## src/rtl/otf_convert_hd.sv

```systemverilog
// ----------------------------------------------------------------------------
// otf_convert_hd
// On-the-fly converter: turns a stream of signed online quotient digits
// {-1, 0, +1} into a two's-complement result without carry propagation,
// keeping Q and QM = Q - 1 and selecting between them on every digit.
//
// Ports
//   clk           : clock, rising edge
//   asyn_reset_n  : asynchronous active-low reset
//   digit_in      : 2'b00 = 0, 2'b01 = +1, 2'b10 = -1, 2'b11 = invalid
//   digit_vld     : upstream digit valid
//   digit_rdy     : ready back to upstream (1 while accumulating)
//   result        : NUM_DIGITS+1 bit two's-complement quotient (always = Q)
//   result_vld    : result valid (DONE state)
//   result_rdy    : downstream ready
//   err_flag      : sticky invalid-digit flag (only with OTF_DIGIT_ERR_EN)
//   digit_cnt     : digits accepted in the current frame
//
// Build option
//   OTF_DIGIT_ERR_EN : when defined, accepting digit 2'b11 sets err_flag
//                      until the next result handshake; otherwise err_flag
//                      is tied low. Conversion is identical in both builds.
// ----------------------------------------------------------------------------
module otf_convert_hd #(
    parameter int unsigned NUM_DIGITS = 8
) (
    input  logic                                  clk,
    input  logic                                  asyn_reset_n,
    input  logic [1:0]                            digit_in,
    input  logic                                  digit_vld,
    output logic                                  digit_rdy,
    output logic [NUM_DIGITS:0]                   result,
    output logic                                  result_vld,
    input  logic                                  result_rdy,
    output logic                                  err_flag,
    output logic [$clog2(NUM_DIGITS+1)-1:0]       digit_cnt
);

    localparam int unsigned W  = NUM_DIGITS + 1;
    localparam int unsigned CW = $clog2(NUM_DIGITS + 1);

    localparam logic [1:0] DIG_POS = 2'b01;
    localparam logic [1:0] DIG_NEG = 2'b10;

    typedef enum logic {
        ACCUM = 1'b0,
        DONE  = 1'b1
    } state_t;

    state_t          state_q, state_d;
    logic [W-1:0]    q_q, q_d;
    logic [W-1:0]    qm_q, qm_d;
    logic [CW-1:0]   cnt_q, cnt_d;
    logic            rdy_q, rdy_d;
    logic            vld_q, vld_d;
    logic            accept;
    logic            handshake;

    // Next-state, conversion and registered-output logic
    always_comb begin
        state_d   = state_q;
        q_d       = q_q;
        qm_d      = qm_q;
        cnt_d     = cnt_q;
        accept    = digit_vld && rdy_q;
        handshake = 1'b0;

        case (state_q)
            ACCUM: begin
                if (accept) begin
                    cnt_d = cnt_q + CW'(1);
                    // Shifts drop the MSB; invalid digits convert as zero
                    case (digit_in)
                        DIG_POS: begin
                            q_d  = W'({q_q, 1'b1});
                            qm_d = W'({q_q, 1'b0});
                        end
                        DIG_NEG: begin
                            q_d  = W'({qm_q, 1'b1});
                            qm_d = W'({qm_q, 1'b0});
                        end
                        default: begin
                            q_d  = W'({q_q, 1'b0});
                            qm_d = W'({qm_q, 1'b1});
                        end
                    endcase
                    if (cnt_q == CW'(NUM_DIGITS - 1)) begin
                        state_d = DONE;
                    end
                end
            end
            DONE: begin
                if (result_rdy) begin
                    handshake = 1'b1;
                    state_d   = ACCUM;
                    q_d       = '0;
                    qm_d      = '1;
                    cnt_d     = '0;
                end
            end
            default: state_d = ACCUM;
        endcase

        rdy_d = (state_d == ACCUM);
        vld_d = (state_d == DONE);
    end

    // State registers
    always_ff @(posedge clk or negedge asyn_reset_n) begin
        if (!asyn_reset_n) begin
            state_q <= ACCUM;
            q_q     <= '0;
            qm_q    <= '1;
            cnt_q   <= '0;
            rdy_q   <= 1'b0;
            vld_q   <= 1'b0;
        end else begin
            state_q <= state_d;
            q_q     <= q_d;
            qm_q    <= qm_d;
            cnt_q   <= cnt_d;
            rdy_q   <= rdy_d;
            vld_q   <= vld_d;
        end
    end

    assign digit_rdy  = rdy_q;
    assign result_vld = vld_q;
    assign result     = q_q;
    assign digit_cnt  = cnt_q;

`ifdef OTF_DIGIT_ERR_EN
    logic err_q, err_d;

    // Sticky invalid-digit flag, cleared by the result handshake
    always_comb begin
        err_d = err_q;
        if (accept && (state_q == ACCUM) && (digit_in == 2'b11)) begin
            err_d = 1'b1;
        end
        if (handshake) begin
            err_d = 1'b0;
        end
    end

    always_ff @(posedge clk or negedge asyn_reset_n) begin
        if (!asyn_reset_n) begin
            err_q <= 1'b0;
        end else begin
            err_q <= err_d;
        end
    end

    assign err_flag = err_q;
`else
    logic unused_hs;
    assign unused_hs = handshake;
    assign err_flag  = 1'b0;
`endif

endmodule

```

## config.mk

```make
export PLATFORM = sky130hd
export DESIGN_NAME = otf_convert_hd
export DESIGN_NICKNAME = d
export VERILOG_FILES = /design/src/rtl/otf_convert_hd.sv
export SDC_FILE = /design/constraint.sdc
export NUM_CORES = 1
export LEC_CHECK = 0
export BUFFER_PORTS_ARGS = -buffer_cell sky130_fd_sc_hd__buf_4
export CORE_ASPECT_RATIO = 1.2
export CORE_UTILIZATION = 53
export CTS_CLUSTER_DIAMETER = 200
export DETAILED_ROUTE_END_ITERATION = 8
export PLACE_DENSITY = 0.77
export SYNTH_ARGS = -nofsm -noshare
export SYNTH_HDL_FRONTEND = slang
export SYNTH_SLANG_ARGS = --single-unit
```

## constraint.sdc

```tcl
create_clock -name clk -period 1.4 [get_ports clk]
set_input_delay 0.14 -clock clk [delete_from_list [all_inputs] [get_ports clk]]
set_output_delay 0.14 -clock clk [all_outputs]
set_load 0.05 [all_outputs]
```

==> results of run 1 <==
[metal layers]
layer	vias up	part of all wire (%)
met5	-	0
met4	0	2.0
met3	4	3.6
met2	28	49
met1	457	45
li1	442	-
[per-stage QoR]
stage,setup slack (ns),hold WS [ns]
detailed placement,-0.1195,0.04451
floorplan,0.07398,-0.1556
finish,0.1952,0.03081
CTS,0.1824,0.02025
global route,0.004192,0.01643
global placement,-0.05341,0.04570
[layout make-up]
class | instances | area [um2]
clock buffers | 4 | 26.28
fillers | 165 | 699.4
inverters | 3 | 11.26
multi-input cells | 75 | 480.5
flip-flops and latches | 23 | 589.3
well taps | 30 | 37.54
repair buffers | 27 | 205.2
[state kept, by name, summed over array words and instances, names as in the netlist]
name        flops
digit_cnt       4
result_vld      1
digit_rdy       1
result          9
qm_q            8
[power by group through the flow]
stage / Combinational (mW) / Sequential, mW / Clock [mW]
4_1_cts: 1.71 / 1.33 / 0.309
3_3_place_gp: 1.67 / 1.33 / 0
5_1_grt: 1.84 / 1.37 / 0.336
2_1_floorplan: 0.642 / 1.90 / 0
3_5_place_dp: 1.71 / 1.34 / 0
6_report: 1.70 / 1.33 / 0.296
[worst max-delay path, cell delays in order, from the launching register on]
cell and delay, ns:
dfrtp_2 0.42, nand3b_4 0.28, buf_4 0.23, o31ai_2 0.20
[final timing paths]
check / slack (ns) / to / start
worst max-delay path: 0.20 / digit_cnt[3] / result_vld
worst min-delay path: 0.03 / digit_cnt[2] / result_rdy
worst max register to register: 0.20 / digit_cnt[3] / result_vld
worst min register to register: 0.51 / result[8] / result[8]
max in group asynchronous: 0.86 / qm_q[6] / asyn_reset_n
min in group asynchronous: 0.26 / digit_cnt[1] / asyn_reset_n
[cell families after synthesis]
family	synth area share, %
xor+xnor	0.7652
compound gates	23.39
flops	51.15
simple gates	14.21
buf+inv	6.885
fa+ha+maj	3.279
other cells	0.3276
[placed cells by master, fill, tap and decap left out, drive strengths merged, types with 2 or more instances in the layout]
| master | count |
|---|---|
| dfstp | 8 |
| a21oi | 8 |
| nand2 | 3 |
| buf | 26 |
| nor2 | 7 |
| a221oi | 6 |
| inv | 3 |
| or2 | 2 |
| dfrtp | 15 |
| a22oi | 9 |
| clkbuf | 4 |
| o21ai | 12 |
| ha | 3 |
| nand3 | 13 |
==> flow_summary_export.csv, run 1 <==
group,metric,value,unit
logic_synthesis,avgSynthCellArea,10.31,um2
sta,skew,0.002697,ns
pwr,p_clk_share,8.9,%
sta,fin_tns_setup,0,ns
finish,final_core_util,65.87,%
floorplan,die_y,52.91,um
sta,tightest_slew,0.5531,ns
sta,rsz0062_at_grt,"no",
clock_network,clockRootBuffer,"clkbuf_4",
finish,num_antenna_cells,0,
logic_synthesis,yosysWarnings,0,
logic_synthesis,synth_most_common_cell,"dfrtp_1",
floorplan,rows,18,
finish,fin_area,1350,um2
logic_synthesis,synth_top_area_share,32.79,%
pwr,p_comb_share,51.1,%
place,routabilityCongestion,0.7831,
grt,overflow,0,
run,cap_violations,0,
logic_synthesis,synth-edff-count,0,
setup_path,cp.arrival,1.43,ns
sta,slew_headroom,63.05,%
floorplan,pin_count,22,
min_path,hold_depth,2,
grt,grtUsageMet1,28.63,%
clock_network,cts-htree-levels,1,
logic_synthesis,yosysUniqueCellTypes,29,
floorplan,coreArea,2049,um2
floorplan,start_util,55.86,%
detailed_routing,final_antenna_net_count,0,
sta,setup_violations,0,
finish,syn_to_final_growth,17.92,%
grt,grtUsageMet2,36.52,%
finish,drive_gt1_share,33.33,%
clock_network,numCtsBuffers,3,
pwr,switching_power,1.570,mW
grt,grt.total_usage,22.69,%
logic_synthesis,ys_top_cells_by_count,"15 x dfrtp_1, 13 x nand3_1, 12 x o21ai_0",
finish,layout.nets,142,
floorplan,fp.dieArea,2351,um2
setup_path,end_kind,"flip-flop",
detailed_routing,first_iter_violations,23,
setup_path,worstRegToRegCells,3,
floorplan,die_x,44.43,um
logic_synthesis,synth_area,1145,um2
pwr,power,3.326,mW
place,dp_hpwl,1.592,mm
grt,grt_pass1_vias,880,
grt,antenna_found_initial,0,
clock_network,clock_sinks,23,
logic_synthesis,synth_area_leaders,"dfrtp_1 33%, dfstp_2 18%, a22oi_1 5.9%, nand3_1 5.7%, o21ai_0 5.2%",
pwr,p_leak,0.5925,nW
logic_synthesis,seq_area_frac_synth,51.15,%
pwr,power_per_cell_area,2463,nW/um2
min_path,hp-class,"input port to flip-flop",
outcome,status,"finished, final reports clean",
setup_path,path_class,"flip-flop to flip-flop",
place,dp.cells,157,
detailed_routing,vias,931,
finish,instances_no_fill,162,
sta,slew_viol_final,0,
clock_network,cts.clk_slew.worst_paths,0.12,ns
clock_network,clk_path_buf_depth,2,
grt,top_usage_layer,"met2",
grt,grt_pass1_wl,3.836,mm
clock_network,clk_latency,0.30,ns
pwr,p_sw_share,47.21,%
place,portBuffers,20,
pwr,ir_worst_vdd,1.485,mV
detailed_routing,dr.pass1.iters,4,
grt,grt_max_degree,24,
detailed_routing,routed_via_density,5.747,
sta,finalCriticalPeriod,1.205,ns
setup_path,start_kind,"flip-flop",
clock_network,cts_tree,"yes",
grt,use_met3,4.437,%
detailed_routing,wire_per_inst,13.82,um
logic_synthesis,synth_area_leader_cell,"dfrtp_1",
clock_network,ctsHoldBuffers,1,
pwr,p_int,1.756,mW
logic_synthesis,postSynth.asyncResetShare,100.0,%
logic_synthesis,synthCells,111,
setup_path,crit_fanout,21,
sta,finalHoldViolCount,0,
sta,finalCritPeriodShare,86.06,%
pwr,pwr-share-seq,40.0,%
setup_path,cp.required,1.63,ns
place,place_area,1314,um2
clock_network,cts-resized-gates,0,
logic_synthesis,synthFlopType,"dfrtp_1",
detailed_routing,drc,0,
sta,max_freq,0.8300,GHz
clock_network,postCtsSetupRepairBufs,0,
logic_synthesis,ys_seq_elements,23,
detailed_routing,routed_wl,2.239,mm
logic_synthesis,synth_nets,120,
No activity file was read; power rests on OpenSTA's default activity.
==> run 2: changes to the inputs <==
PLACE_DENSITY = 0.86   (was 0.77)
==> flow_summary_export.csv, run 2 (same netlist as run 1, synthesis figures left out) <==
group,metric,value,unit
outcome,status,"finished, final reports clean",
sta,finalCritPeriodShare,86.89,%
detailed_routing,drc,0,
pwr,power,3.337,mW
place,post-place-ws,-0.02490,ns
clock_network,cts.clk_slew.worst_paths,0.11,ns
place,routabilityCongestion,0.8062,
min_path,hp-class,"input port to flip-flop",
detailed_routing,wire_per_inst,14.26,um
place,portBuffers,20,
min_path,min_from,"result_rdy",
pwr,p_leak,0.5939,nW
clock_network,numCtsBuffers,3,
sta,finalCriticalPeriod,1.216,ns
detailed_routing,final_antenna_net_count,0,
sta,finalHoldViolCount,0,
clock_network,clk_path_buf_depth,2,
setup_path,rr_endpoint,"qm_q[3]",
min_path,hold_depth,2,
pwr,p_sw_share,47.48,%
sta,setup_violations,0,
finish,fillCellCount,172,
grt,grt_pass1_wl,3.698,mm
finish,num_antenna_cells,0,
floorplan,die_x,44.43,um
detailed_routing,dr.pass1.iters,4,
grt,grtUsageMet2,36.76,%
run,cap_violations,0,
pwr,ir_worst_vdd,1.576,mV
setup_path,rrSetupSlack,0.18,ns
detailed_routing,vias,954,
floorplan,start_util,55.86,%
grt,use_met3,2.389,%
clock_network,cts_tree,"yes",
finish,fin_area,1355,um2
setup_path,crit_path_top_delay_cell,"dfrtp_2",
sta,rsz0062_at_grt,"no",
pwr,power_per_cell_area,2462,nW/um2
clock_network,cts-htree-levels,1,
setup_path,path_buf_inv,1,
clock_network,clockRootBuffer,"clkbuf_4",
setup_path,path_class,"flip-flop to flip-flop",
pwr,p_comb_share,51.3,%
setup_path,end_kind,"flip-flop",
finish,layout.nets,141,
finish,drive_gt1_share,32.82,%
detailed_routing,first_iter_violations,31,
setup_path,cp.required,1.63,ns
setup_path,critPathMaxStageDelay,0.38,ns
floorplan,pin_count,22,
floorplan,fp.dieArea,2351,um2
floorplan,coreArea,2049,um2
grt,top_usage_layer,"met2",
sta,skew,0.002688,ns
floorplan,rows,18,
grt,overflow,0,
detailed_routing,routed_wl,2.296,mm
grt,antenna_found_initial,0,
finish,layout_common_cells,"24 x buf_4, 13 x nand3_1, 12 x o21ai_0, 12 x dfrtp_1, 9 x a22oi_1",
setup_path,path_delay_family,"simple AND/OR/NAND/NOR gates",
pwr,p_int,1.752,mW
pwr,switching_power,1.584,mW
finish,largest_reg_flops,9,
setup_path,start_kind,"flip-flop",
sta,finalWorstSetupSlack,0.1836,ns
detailed_routing,routed_via_density,5.925,
finish,final_common_cell,"buf_4",
clock_network,clk_latency,0.30,ns
setup_path,regToRegStartpoint,"result_vld",
setup_path,crit_path_cell_trace,"buf_4 -> and2_0 -> nor2_1 -> a21oi_1",
setup_path,crit_fanout,8,
clock_network,clock_sinks,23,
clock_network,postCtsSetupRepairBufs,0,
sta,max_freq,0.8221,GHz
finish,syn_to_final_growth,18.36,%
pwr,p_clk_share,8.7,%
floorplan,die_y,52.91,um
grt,grt.total_usage,21.35,%
setup_path,cp.arrival,1.44,ns
grt,grt_max_degree,41,
place,place_area,1319,um2
sta,slew_viol_final,0,
min_path,hold_end,"digit_cnt[2]",
grt,grt_pass1_vias,861,
pwr,pwr-share-seq,40.0,%
grt,grtUsageMet1,25.60,%
place,dp_hpwl,1.633,mm
setup_path,worstRegToRegCells,4,
sta,hold_slack,0.03670,ns
run 2: cell count changes in the layout (fill, tap and decap cells not counted):
| cell | before | now |
|---|---|---|
| buf_12 | 0 | 1 |
| buf_4 | 26 | 24 |
run 2: metrics by stage:
step / setup TNS (ns) / utilization, % / instances
2_1_floorplan: 0 / - / 111
3_3_place_gp: 0 / 64.35 / 156
3_5_place_dp: -0.04376 / 64.35 / 156
4_1_cts: 0 / 66.12 / 161
5_1_grt: 0 / 66.12 / 161
6_report: 0 / 66.12 / 161
run 2: cell type report:
class,instances,area (um2),share of cell area (%)
Inverter,3,11.26,0.8310
Sequential cell,23,589.3,43.49
Clock buffer,4,26.28,1.939
Multi-Input combinational cell,75,480.5,35.46
Timing Repair Buffer,26,210.2,15.51
Tap cell,30,37.54,2.770
run 2: worst max path at each step:
stage | start | end | cells after the start
finish | result_vld | qm_q[3] | 4
global route | digit_cnt[0] | digit_rdy | 4
CTS | result_vld | result_vld | 2
detailed placement | digit_in[0] | result[1] | 6
global placement | digit_in[0] | result[1] | 6
floorplan | digit_rdy | digit_cnt[3] | 4
run 2: power by group through the flow:
stage	sequential (mW)	clock [mW]	combinational (mW)
floorplan	1.90	0	0.642
global placement	1.32	0	1.66
detailed placement	1.34	0	1.71
CTS	1.33	0.299	1.72
global route	1.37	0.326	1.83
finish	1.34	0.290	1.71
run 2: what timing repair did:
item	in CTS	in global routing
hold buffers	1	0
resized for setup	0	0
endpoints found under the hold margin	23	0
run 2: metal layers:
metal  up-vias  routed length (um)
li1        446                   -
met1       466                 914
met2        34                1235
met3         8                  97
met4         0                  48
met5         -                   0
==> run 3: changes to the inputs <==
PLACE_DENSITY = 0.74   (was 0.86)
==> flow_summary_export.csv, run 3 (same netlist as run 1, synthesis figures left out) <==
group,metric,value,unit
outcome,status,"finished, final reports clean",
grt,grt_max_degree,35,
clock_network,numCtsBuffers,3,
setup_path,crit_fanout,8,
pwr,power,3.382,mW
detailed_routing,vias,948,
floorplan,fp.dieArea,2351,um2
clock_network,clockRootBuffer,"clkbuf_4",
detailed_routing,first_iter_violations,25,
grt,antenna_found_initial,0,
sta,slew_headroom,57.56,%
grt,grt_pass1_wl,4.064,mm
finish,multi_input_area,480.5,um2
floorplan,rows,18,
floorplan,die_y,52.91,um
detailed_routing,routed_wl,2.454,mm
run,cap_violations,0,
grt,grt_pass1_vias,891,
setup_path,crit_path_cell_trace,"buf_4 -> inv_1 -> ha_1 -> nor2b_1 -> a22oi_1 -> o21ai_0",
detailed_routing,final_antenna_net_count,0,
setup_path,crit_path_top_delay_cell,"nor2b_1",
pwr,power_per_cell_area,2482,nW/um2
setup_path,rrSetupSlack,0.15,ns
grt,grt.total_usage,23.69,%
pwr,p_clk_share,9.1,%
setup_path,start_kind,"input port",
finish,final_common_cell,"buf_4",
clock_network,clk_latency,0.31,ns
finish,drive_gt1_share,33.33,%
setup_path,critPathMaxStageDelay,0.52,ns
floorplan,die_x,44.43,um
sta,finalCritPeriodShare,90.52,%
detailed_routing,drc,0,
pwr,p_leak,0.5974,nW
clock_network,clk_path_buf_depth,2,
place,dp_hpwl,1.747,mm
grt,overflow,0,
floorplan,pin_count,22,
pwr,pwr-share-seq,39.8,%
clock_network,cts-htree-levels,1,
sta,setup_violations,0,
detailed_routing,routed_via_density,5.852,
floorplan,start_util,55.86,%
setup_path,cp.required,1.63,ns
clock_network,clock_sinks,23,
sta,max_freq,0.7891,GHz
finish,layout.nets,142,
place,dp.cells,157,
detailed_routing,wire_per_inst,15.15,um
pwr,p_comb_share,51.1,%
finish,instances_no_fill,162,
floorplan,coreArea,2049,um2
pwr,ir_worst_vdd,1.409,mV
clock_network,cts_tree,"yes",
finish,fillCellCount,170,
place,routabilityCongestion,0.7582,
sta,finalCriticalPeriod,1.267,ns
sta,slew_viol_final,0,
finish,largest_reg_flops,9,
clock_network,cts.clk_slew.worst_paths,0.12,ns
sta,finalHoldViolCount,0,
finish,layout_common_cells,"25 x buf_4, 13 x nand3_1, 12 x o21ai_0, 12 x dfrtp_1, 9 x a22oi_1",
setup_path,end_kind,"flip-flop",
detailed_routing,dr.pass1.iters,4,
min_path,hp-class,"input port to flip-flop",
sta,skew,0.005334,ns
setup_path,cp.arrival,1.49,ns
place,portBuffers,20,
finish,syn_to_final_growth,19.02,%
pwr,p_sw_share,47.71,%
finish,seqCellArea,589.3,um2
finish,num_antenna_cells,0,
sta,tightest_slew,0.6353,ns
sta,rsz0062_at_grt,"no",
pwr,p_int,1.768,mW
finish,final_core_util,66.48,%
pwr,switching_power,1.613,mW
setup_path,path_class,"input port to flip-flop",
[run 3: final cells by class]
type | count | area share (%)
Sequential cell | 23 | 43.25
Inverter | 3 | 0.8264
Timing Repair Buffer | 27 | 15.98
Clock buffer | 4 | 1.928
Multi-Input combinational cell | 75 | 35.26
Tap cell | 30 | 2.755
[run 3: critical path, delay by kind of cell]
kind,cells,cell delay [ns]
AND/OR/NAND/NOR,1,0.52
AO/OA/AOI/OAI,2,0.38
adder cells (fa/ha/maj),1,0.33
buffers and inverters,2,0.11
[run 3: timing repair]
action,CTS,global route
hold buffers,1,0
setup buffers,0,0
resized for setup,0,0
hold endpoints to repair,23,0
[run 3: final timing paths]
kind	start	endpoint	cells after the start
min in group asynchronous	asyn_reset_n	result[5]	2
hold reg to reg	result[8]	result[8]	2
hold / removal	result_rdy	digit_cnt[2]	2
setup reg to reg	result_vld	qm_q[5]	4
setup / recovery	digit_in[0]	result[1]	6
max in group asynchronous	asyn_reset_n	qm_q[0]	2
[run 3: layer usage]
metal  wire, um  GRT usage, %
met4         45         9.596
met2       1330         39.46
met1       1010         30.77
met3         67         3.072
met5          0             0
[run 3: through the flow]
step	TNS, ns	worst slack [ns]	hold slack, ns	area [um2]
after global routing	0	0.01076	0.01258	1363
after global placement	-0.1609	-0.02657	0.04496	1326
after CTS	0	0.1531	0.01955	1363
final	0	0.1328	0.03007	1363
after floorplan	0	0.07398	-0.1556	1149
after detailed placement	-1.141	-0.1579	0.04597	1326
[run 3: power groups by stage]
stage | Clock [mW] | Combinational, mW | Sequential [mW]
detailed placement | 0 | 1.74 | 1.35
floorplan | 0 | 0.642 | 1.90
global placement | 0 | 1.69 | 1.33
CTS | 0.313 | 1.74 | 1.34
global route | 0.333 | 1.86 | 1.38
finish | 0.307 | 1.73 | 1.35
